`src/rtl/doa_angle_tracker.sv`:
```
// Azimuth tracker fed by the DOA search stage: range/jump gating, circular
// history with a rounded moving average, lock status and stall timeout.
module doa_angle_tracker #(
  parameter int ANGLE_WIDTH    = 10,
  parameter int ANGLE_MAX      = 90,
  parameter int HIST_DEPTH     = 8,
  parameter int MAX_JUMP       = 10,
  parameter int LOCK_COUNT     = 3,
  parameter int MISS_LIMIT     = 3,
  parameter int TIMEOUT_CYCLES = 1000000
) (
  input  logic                          iclk,
  input  logic                          irst,
  input  logic [ANGLE_WIDTH-1:0]        iazimuth_angle,
  input  logic                          idoa_search_done,
  input  logic                          iclear,
  output logic [ANGLE_WIDTH-1:0]        osmooth_angle,
  output logic                          oangle_valid,
  output logic                          olocked,
  output logic                          oreject,
  output logic                          otimeout,
  output logic [$clog2(HIST_DEPTH):0]   ohist_count
);

  localparam int PW  = $clog2(HIST_DEPTH);
  localparam int CW  = PW + 1;
  localparam int SW  = ANGLE_WIDTH + PW;
  localparam int SW1 = SW + 1;
  localparam int DW  = ANGLE_WIDTH + 1;
  localparam int TW  = $clog2(TIMEOUT_CYCLES + 1);
  localparam int STW = $clog2(LOCK_COUNT + 1);
  localparam int MW  = $clog2(MISS_LIMIT + 1);

  localparam logic [ANGLE_WIDTH-1:0] AMAX  = ANGLE_WIDTH'(ANGLE_MAX);
  localparam logic [DW-1:0]          JMAX  = DW'(MAX_JUMP);
  localparam logic [CW-1:0]          FULLC = CW'(HIST_DEPTH);
  localparam logic [SW1-1:0]         HALF  = SW1'(HIST_DEPTH / 2);
  localparam logic [TW-1:0]          TLAST = TW'(TIMEOUT_CYCLES - 1);
  localparam logic [STW-1:0]         LC    = STW'(LOCK_COUNT);
  localparam logic [MW-1:0]          ML    = MW'(MISS_LIMIT);

  typedef enum logic [1:0] {S_EMPTY, S_ACQUIRE, S_LOCKED} state_t;

  state_t                 r_state, w_state_next;
  logic [ANGLE_WIDTH-1:0] r_hist [HIST_DEPTH];
  logic [SW-1:0]          r_sum;
  logic [CW-1:0]          r_count;
  logic [PW-1:0]          r_wr_ptr;
  logic [STW-1:0]         r_streak, w_streak_next;
  logic [MW-1:0]          r_miss, w_miss_next;
  logic [TW-1:0]          r_tmo_cnt, w_tmo_next;
  logic [ANGLE_WIDTH-1:0] r_last;
  logic [ANGLE_WIDTH-1:0] r_ref;
  logic                   r_valid_pend, r_reject_pend, r_tmo_pend;

  logic                   w_reseed, w_accept, w_reject, w_flush, w_tmo_fire;
  logic                   w_in_range, w_in_gate, w_full;
  logic [ANGLE_WIDTH-1:0] w_ref, w_old, w_smooth_acc;
  logic [DW-1:0]          w_diff;
  logic [SW-1:0]          w_sum_acc;
  logic [SW1-1:0]         w_round;
  logic [CW-1:0]          w_count_acc;

  // In LOCKED the gate is centred on the published average, otherwise on the last sample.
  assign w_in_range = (iazimuth_angle <= AMAX);
  assign w_ref      = (r_state == S_LOCKED) ? r_ref : r_last;
  assign w_diff     = (iazimuth_angle >= w_ref) ? ({1'b0, iazimuth_angle} - {1'b0, w_ref})
                                                : ({1'b0, w_ref} - {1'b0, iazimuth_angle});
  assign w_in_gate  = (w_diff <= JMAX);

  assign w_full       = (r_count == FULLC);
  assign w_old        = w_full ? r_hist[r_wr_ptr] : '0;
  assign w_sum_acc    = r_sum + SW'(iazimuth_angle) - SW'(w_old);
  assign w_count_acc  = w_full ? r_count : r_count + 1'b1;
  assign w_round      = {1'b0, w_sum_acc} + HALF;
  assign w_smooth_acc = (w_count_acc == FULLC) ? ANGLE_WIDTH'(w_round >> PW) : iazimuth_angle;

  always_comb begin
    w_state_next  = r_state;
    w_streak_next = r_streak;
    w_miss_next   = r_miss;
    w_tmo_next    = r_tmo_cnt;
    w_reseed      = 1'b0;
    w_accept      = 1'b0;
    w_reject      = 1'b0;
    w_flush       = 1'b0;
    w_tmo_fire    = 1'b0;
    if (iclear) begin
      w_flush = 1'b1;
    end else if (idoa_search_done) begin
      w_tmo_next = '0;
      if (!w_in_range) begin
        w_reject = 1'b1;
      end else begin
        case (r_state)
          S_EMPTY: w_reseed = 1'b1;
          S_ACQUIRE: begin
            if (w_in_gate) begin
              w_accept      = 1'b1;
              w_streak_next = r_streak + 1'b1;
              if (w_streak_next >= LC) w_state_next = S_LOCKED;
            end else begin
              w_reseed = 1'b1;
            end
          end
          S_LOCKED: begin
            if (w_in_gate) begin
              w_accept    = 1'b1;
              w_miss_next = '0;
            end else if ((r_miss + 1'b1) >= ML) begin
              w_reseed = 1'b1;
            end else begin
              w_reject    = 1'b1;
              w_miss_next = r_miss + 1'b1;
            end
          end
          default: w_flush = 1'b1;
        endcase
      end
    end else if (r_state != S_EMPTY) begin
      if (r_tmo_cnt >= TLAST) begin
        w_flush    = 1'b1;
        w_tmo_fire = 1'b1;
      end else begin
        w_tmo_next = r_tmo_cnt + 1'b1;
      end
    end
    if (w_reseed) begin
      w_state_next  = S_ACQUIRE;
      w_streak_next = STW'(1);
      w_miss_next   = '0;
    end
    if (w_flush) begin
      w_state_next  = S_EMPTY;
      w_streak_next = '0;
      w_miss_next   = '0;
      w_tmo_next    = '0;
    end
  end

  always_ff @(posedge iclk or posedge irst) begin
    if (irst) begin
      for (int i = 0; i < HIST_DEPTH; i++) r_hist[i] <= '0;
    end else if (w_flush || w_reseed) begin
      for (int i = 0; i < HIST_DEPTH; i++) r_hist[i] <= '0;
      if (w_reseed) r_hist[0] <= iazimuth_angle;
    end else if (w_accept) begin
      r_hist[r_wr_ptr] <= iazimuth_angle;
    end
  end

  // Tracker state moves on the capture edge; published outputs follow one edge later.
  always_ff @(posedge iclk or posedge irst) begin
    if (irst) begin
      r_state       <= S_EMPTY;
      r_streak      <= '0;
      r_miss        <= '0;
      r_tmo_cnt     <= '0;
      r_sum         <= '0;
      r_count       <= '0;
      r_wr_ptr      <= '0;
      r_last        <= '0;
      r_ref         <= '0;
      r_valid_pend  <= 1'b0;
      r_reject_pend <= 1'b0;
      r_tmo_pend    <= 1'b0;
      osmooth_angle <= '0;
      oangle_valid  <= 1'b0;
      olocked       <= 1'b0;
      oreject       <= 1'b0;
      otimeout      <= 1'b0;
      ohist_count   <= '0;
    end else begin
      r_state       <= w_state_next;
      r_streak      <= w_streak_next;
      r_miss        <= w_miss_next;
      r_tmo_cnt     <= w_tmo_next;
      r_valid_pend  <= w_accept | w_reseed;
      r_reject_pend <= w_reject;
      r_tmo_pend    <= w_tmo_fire;
      if (w_flush) begin
        r_sum    <= '0;
        r_count  <= '0;
        r_wr_ptr <= '0;
      end else if (w_reseed) begin
        r_sum    <= SW'(iazimuth_angle);
        r_count  <= CW'(1);
        r_wr_ptr <= PW'(1);
        r_last   <= iazimuth_angle;
        r_ref    <= iazimuth_angle;
      end else if (w_accept) begin
        r_sum    <= w_sum_acc;
        r_count  <= w_count_acc;
        r_wr_ptr <= r_wr_ptr + 1'b1;
        r_last   <= iazimuth_angle;
        r_ref    <= w_smooth_acc;
      end
      oangle_valid <= r_valid_pend;
      oreject      <= r_reject_pend;
      otimeout     <= r_tmo_pend;
      olocked      <= (r_state == S_LOCKED);
      ohist_count  <= r_count;
      if (r_valid_pend) osmooth_angle <= r_ref;
    end
  end

endmodule

```
`config.mk`:
```
export PLATFORM = sky130hd
export DESIGN_NAME = doa_angle_tracker
export DESIGN_NICKNAME = d
export VERILOG_FILES = /design/src/rtl/doa_angle_tracker.sv
export SDC_FILE = /design/constraint.sdc
export NUM_CORES = 1
export LEC_CHECK = 0
export BUFFER_PORTS_ARGS = -buffer_cell sky130_fd_sc_hd__buf_2
export CORE_MARGIN = 1.5
export CORE_UTILIZATION = 40
export CTS_BUF_LIST = sky130_fd_sc_hd__clkbuf_4 sky130_fd_sc_hd__clkbuf_8
export CTS_CLUSTER_DIAMETER = 120
export DETAILED_ROUTE_END_ITERATION = 8
export PLACE_DENSITY = 0.54
export SLEW_MARGIN = 20
export SYNTH_ARGS = -nofsm -noshare
export SYNTH_HDL_FRONTEND = slang
export SYNTH_SLANG_ARGS = --single-unit
```
`constraint.sdc`:
```
create_clock -name iclk -period 6.14 [get_ports iclk]
set_clock_uncertainty 0.2 [all_clocks]
set_input_delay 0.307 -clock iclk [delete_from_list [all_inputs] [get_ports iclk]]
set_output_delay 0.307 -clock iclk [all_outputs]
set_load 0.02 [all_outputs]
```
Word-level counts from Yosys, hierarchy flattened:

Index checks and enable logic that the tools add are counted.

* word-level logic and storage cells: 157
* register bits after elaboration: 167
* output and inout bits: 18
* input port bits: 14

* equal/unequal tests: 8
* magnitude comparators: 8
* muxes and demuxes: 81
* add/subtract/negate cells: 10
* reduce and logical (&&, ||, !) cells: 21
* bitwise logic cells: 3

Operators with widths (count)
* $mux 80: 2
* $mux 10: 11
* $mux 20: 5
* $bwmux 80: 1
* $mux 2: 23
* $mux 13: 3
* $bmux 10 s3: 1
* $demux 10 s3: 1
* $mux 1: 25
* $reduce_bool 3->1: 8
* $sub 10x10->11: 2
* $add 20x1->20 const B: 1
* $ge 20x20->1 const B: 1
* $mux 4: 4
* $add 13x10->13: 1
* $add 13x3->13 const B: 1
* $sub 13x10->13: 1
* $le 11x4->1 const B: 1
* $mux 11: 1
* $ge 10x10->1: 1
* $le 10x7->1 const B: 1
* $reduce_and 5->1: 2
* $mux 3: 3
* $eq 4x4->1 const B: 2
* other kinds (25): 29

Longest topological paths before layout:

* depth in word-level cells: 13
* depth in mapped cells: 21
* gate-level depth less buffers: 19

Worst setup path after synthesis:

Ideal clock, no wire load.

* kind: reg-to-reg
* from: register r_wr_ptr[0]
* to: register r_ref[7]
* setup time: 0.125 ns
* buffers on the path: 3
* stages on the path, launching flop included: 20
* arrival time: 4.660 ns
* slack: 1.155 ns
* period minus slack after synthesis: 4.985 ns
* required time: 5.815 ns
* cell sequence: dfrtp_1 -> clkbuf_1 -> buf_1 -> clkbuf_1 -> mux4_2 -> mux2i_1 -> nor2_1 -> ha_1 -> inv_1 -> ha_1 -> fa_1 -> a211oi_1 -> nor2_1 -> o31ai_1 -> a21boi_0 -> and4_1 -> nand3_1 -> xnor2_1 -> and3_1 -> mux2_4

* word-level cells in the longest chain between the ends: 10

Ends and longest elaborated chain
* from (decl): line 48 `logic [PW-1:0] r_wr_ptr;`
* from (signal assigned): line 194 `r_wr_ptr <= r_wr_ptr + 1'b1;`
* $not 3->4 (not written as such): line 72 `assign w_old = w_full ? r_hist[r_wr_ptr] : '0;`
* $bmux 10 s3: line 72
* $mux 10 (not written as such) (2 in a row): line 72
* $mux 10: line 72
* $sub 13x10->13: line 73 `assign w_sum_acc = r_sum + SW'(iazimuth_angle) - SW'(w_old);`
* $add 13x3->13: line 75 `assign w_round = {1'b0, w_sum_acc} + HALF;`
* $mux 10: line 76 `assign w_smooth_acc = (w_count_acc == FULLC) ? ANGLE_WIDTH'(w_round >> PW) : iazimuth_angle;`
* $mux 10: line 191 `end else if (w_accept) begin`
* $mux 10: line 185 `end else if (w_reseed) begin`
* to (signal assigned): line 190 `r_ref <= iazimuth_angle;`
* to (signal assigned): line 196 `r_ref <= w_smooth_acc;`
* to (decl): line 53 `logic [ANGLE_WIDTH-1:0] r_ref;`

Every way passes these cells. The select of a mux whose other input is x is not followed.
A chain may end at the register's enable or synchronous reset.

Worst setup path in the final report:

* from: register r_state[0]
* to: register r_hist[72] in the netlist's numbering

* word-level cells in the longest chain between the ends: 12
* elaborated cells on any way between the ends: 32
* classes of those cells: add/sub (2); order compare (2); eq/ne (2); mux (20); reduce/logical (6)

Ends and longest elaborated chain
* from (decl): line 44 `state_t r_state, w_state_next;`
* from (signal assigned): line 174 `r_state <= w_state_next;`
* $eq 2x2->1: line 66, 95
* $mux 10: line 66 `assign w_ref = (r_state == S_LOCKED) ? r_ref : r_last;`
* $sub 10x10->11 (tied with other cells): line 68 `: ({1'b0, w_ref} - {1'b0, iazimuth_angle});`
* $mux 11: line 67 `assign w_diff = (iazimuth_angle >= w_ref) ? ({1'b0, iazimuth_angle} - {1'b0, w_ref})`
* $le 11x4->1: line 69 `assign w_in_gate = (w_diff <= JMAX);`
* $mux 1, on equally long branches: line 107, 98
* $pmux 1 s3: line 95 `case (r_state)`
* $mux 1: line 92 `if (!w_in_range) begin`
* $mux 1: line 90 `end else if (idoa_search_done) begin`
* $mux 1: line 88 `if (iclear) begin`
* $mux 10 / $logic_or 1x1->1 (equally long branches): line 146, 144
* $mux 80 / $reduce_bool 2->1 (equally long branches)
* to (signal, indexed assignment): line 148 `r_hist[r_wr_ptr] <= iazimuth_angle;`
* to (decl): line 45 `logic [ANGLE_WIDTH-1:0] r_hist [HIST_DEPTH];`

Several ways; a longest one is shown, not always the timed one.

==> results.md <==
- Outcome: complete, no violations
- GPL Wtd Cong: roughly 0.86
- Startpoint types: flop
- Slew Limit Fails: 0
- Diode count: 0
- Final ANT Viol Nets: 0
- Final Non-Filler Cells: ~1400
- Area growth syn-to-layout: 9.03%
- Sw frac: between 30% and 40%
- Critical path fanouts, max: 24
- Crit share post-route: 86.8%
- Post-CTS Setup Bufs: 0
- CP max stage cell: ha_1
- Gr ovfl total: 0
- Max IR drop VDD: a little over 0.1 mV
- Max clock buf depth: 2
- Combinational Power Share: between 20% and 30%
- Worst Hold Class: input port to flop
- Setup violations, final: 0
- CTS tree: done
- Die ar.: between 0.02 and 0.03 mm2
- Actual slew at the worst max-slew pin: around 0.97 ns
- DRC violations left: 0
- Clock-pin slew on the worst setup and hold paths: about 0.090 ns
- RSZ-0062 raised after global routing: no
- Port Buffers: 31
- Final nets: ~1100
- Initial drt markers: around 510
- Design area: 0.0111 mm2
- Max-cap violations: 0
- Post-synthesis register bit count: approximately 170
- Die Width: approximately 160 um
- Clock network latency to the later pin of the worst-skew pair: 0.47 ns
- Clk pwr share: ~32%
- Gr usage total: 20.9%
- Drt pass-1 iters: 5
- Layout cells sized above 1: 15.0%
- Tot Pwr: approximately 2500 uW
- Crit path arrival time: between 5 and 6 ns
- # H-tree levels: 4
- Warnings, synthesis: 0
- Antenna violations before repair: 0
- Critical path launch point: r_state[0]
- Leakage power: 0.00497 uW
- Fmax: around 0.19 GHz
- Row Count: between 50 and 60
- Reg2Reg Capture Point: r_hist[72]
- Crit-path max cell delay: 0.55 ns
- Sum of negative setup slack: 0 ns
- Primary FF master, synth: dfrtp_1
- Die Ht: about 160 um
- FFs w/ async S/R, synth: 100%
- Crit Path Class: flop to flop
- Post-detailed-route wirelength per cell: roughly 19 um
- Final core utilization: between 40 and 50%
- Minimum clock period: roughly 5.3 ns
- Via Count: between 7000 and 8000
- Reg2Reg Depth: 14
- Netlist cell types: 76
- Number of CTS-inserted buffers: 17
- Launch point of the worst reg-to-reg path: r_state[0]
- Sequential cell area fraction in the yosys report: approximately two fifths
- Fillers: approximately 2400
- Ports: 32
- Mapped Nets: around 1100
- Endpoints failing hold: 0
- Register share of total power: 47.4%
- Synthesized area per cell: a little over 10 um2
- CTS Root Cell: clkbuf_8
- Pwr/cell area: roughly 220 mW/mm2
- Crit end category: flop
- Post-synth EDFFs: 0
- Total wire length: 26.2 mm
- Detailed Place HPWL: about 19 mm
- Crit path capture: r_hist[72]
- First-pass GRT wire length: 42.2 mm
- Placed cell areas: between 0.01 and 0.015 mm2
- TritonCTS Sinks: around 170
- CP Cell Sequence: inv_1, ha_1, mux2_2, ha_1, fa_1, o21ai_0, mux2i_1, o21ai_1, a2111oi_2, a21oi_2, a2111oi_4, o21ai_4, a21oi_4, mux2i_1
- Initial Util: a little over 40%
- Switching Power: between 700 and 800 uW
- Mapped Area: between 0.01 and 0.015 mm2
- P_int: between 1500 and 2000 uW
- Worst endpoint required time: ~6.3 ns
- Core area: between 0.02 and 0.03 mm2
- Vias per cell: approximately 5.4
- Worst Hold Depth: 3
- Number of global-route vias before repair: 7354
- Worst R2R Setup Slack: between 0.8 and 0.9 ns
- Cells after DPL: roughly 1300
- Synthesized instance count: 1013
- Rel. slew slack: between 30 and 40%
- Largest net degree at the start of global routing: 67
how the worst min path moves through the flow:
stage                           start    endpoint  slack, ns
floorplan               r_reject_pend     oreject       0.13
global placement           r_tmo_pend    otimeout       0.14
detailed placement         r_tmo_pend    otimeout       0.14
CTS                 iazimuth_angle[4]  r_hist[74]       0.05
global route        iazimuth_angle[3]  r_hist[73]       0.08
finish              iazimuth_angle[3]  r_hist[73]       0.06
cell usage after synthesis, drive strengths merged (6+ instances only):
cell type	count	area, um2
o22ai	9	56.3
nor2	134	505
ha	45	563
o21a	8	60.1
and3	18	113
nand2	44	173
dfrtp	167	4180
and2	10	62.6
a221oi	6	52.6
nor4	7	56.3
a211oi	12	115
nor3	23	143
mux2i	86	861
nand2b	8	50.1
mux4	8	180
mux2	29	357
inv	82	308
clkbuf	27	101
nand4	6	56.3
nor3b	13	97.6
nand3	28	140
a21o	9	67.6
xor2	20	183
o21ai	37	204
a31oi	6	37.5
buf	26	168
a21oi	47	280
xnor2	23	201
fa	12	240
area by class of cell:
class	instances	area, um2	share of cell area, %
Timing Repair Buffer	57	370	3.33
Clock buffer	20	269	2.42
Sequential cell	167	4180	37.6
Clock inverter	12	115	1.03
Multi-Input combinational cell	710	5460	49.1
Tap cell	330	413	3.71
Inverter	83	317	2.85
sequential cells by signal, indices dropped and copies added, names as in the netlist, 2 cells and up:
signal	count
r_sum	13
r_wr_ptr	3
r_ref	10
r_hist	80
r_miss	2
r_last	10
osmooth_angle	10
r_tmo_cnt	20
ohist_count	4
r_count	4
r_state	2
r_streak	2
through the flow:
stage	hold WS (ns)	worst slack [ns]
3_3_place_gp	0.137	0.940
3_5_place_dp	0.139	0.877
6_report	0.0626	0.811
5_1_grt	0.0763	0.431
4_1_cts	0.0489	0.845
2_1_floorplan	0.131	1.11
placed cells by master, fill, tap and decap left out, drive strengths merged, types with 4 or more instances in the layout:
cell type  synthesis  routed
dfrtp            167     167
nor2             134     134
inv               82      87
mux2i             86      86
buf               26      54
a21oi             47      47
ha                45      45
nand2             44      44
o21ai             37      37
mux2              29      29
nand3             28      28
xnor2             23      23
nor3              23      23
xor2              20      20
clkbuf            27      20
and3              18      18
nor3b             13      13
fa                12      12
a211oi            12      12
and2              10      10
a21o               9       9
o22ai              9       9
nand2b             8       8
o21a               8       8
mux4               8       8
nor4               7       7
a31oi              6       6
a221oi             6       6
nand4              6       6
nor2b              5       5
o2bb2ai            5       5
a221o              5       5
a2111oi            5       5
a311oi             4       4
a21boi             4       4
o31ai              4       4
or2                4       4
clkinv             1       4
critical path: cells and delay by family, from the launching register on:
kind | cells | cell delay, ns
buf+inv | 1 | 0.09
mux | 3 | 0.94
compound gates | 7 | 2.41
fa+ha+maj | 3 | 1.18
flops | 1 | 0.42
power by group through the flow:
stage                     combinational [uW]  sequential [uW]  clock [uW]
after floorplan                          371             1200           0
after global placement                   498             1190           0
after detailed placement                 500             1190           0
after CTS                                504             1170         819
after global routing                     551             1170         866
final                                    500             1170         797
repair_timing:
item / 4_1_cts / 5_1_grt
hold buffers: 3 / 0
endpoints found under the hold margin: 49 / 0
resized for setup: 0 / 0
cell families (layout without fill, tap and decap cells):
group                    after synthesis  in the layout  share of synthesized area [%]
AND/OR/NAND/NOR                      310            310                           15.0
AO/OA/AOI/OAI                        177            177                           13.0
flip-flops                           167            167                           41.0
buffers and inverters                136            172                           5.69
multiplexers                         123            123                           13.7
adder cells (fa/ha/maj)               57             57                           7.87
XOR/XNOR                              43             43                           3.77
layer usage:
layer  track usage [%]  vias to the layer above  wire (um)
met5                 0                        -          0
met4              5.13                        0        369
met3              3.03                       28        804
met2              32.9                      128      12100
met1              30.2                     3644      13000
li1                  -                     3579          -
Power figures use the tool's default switching activity.
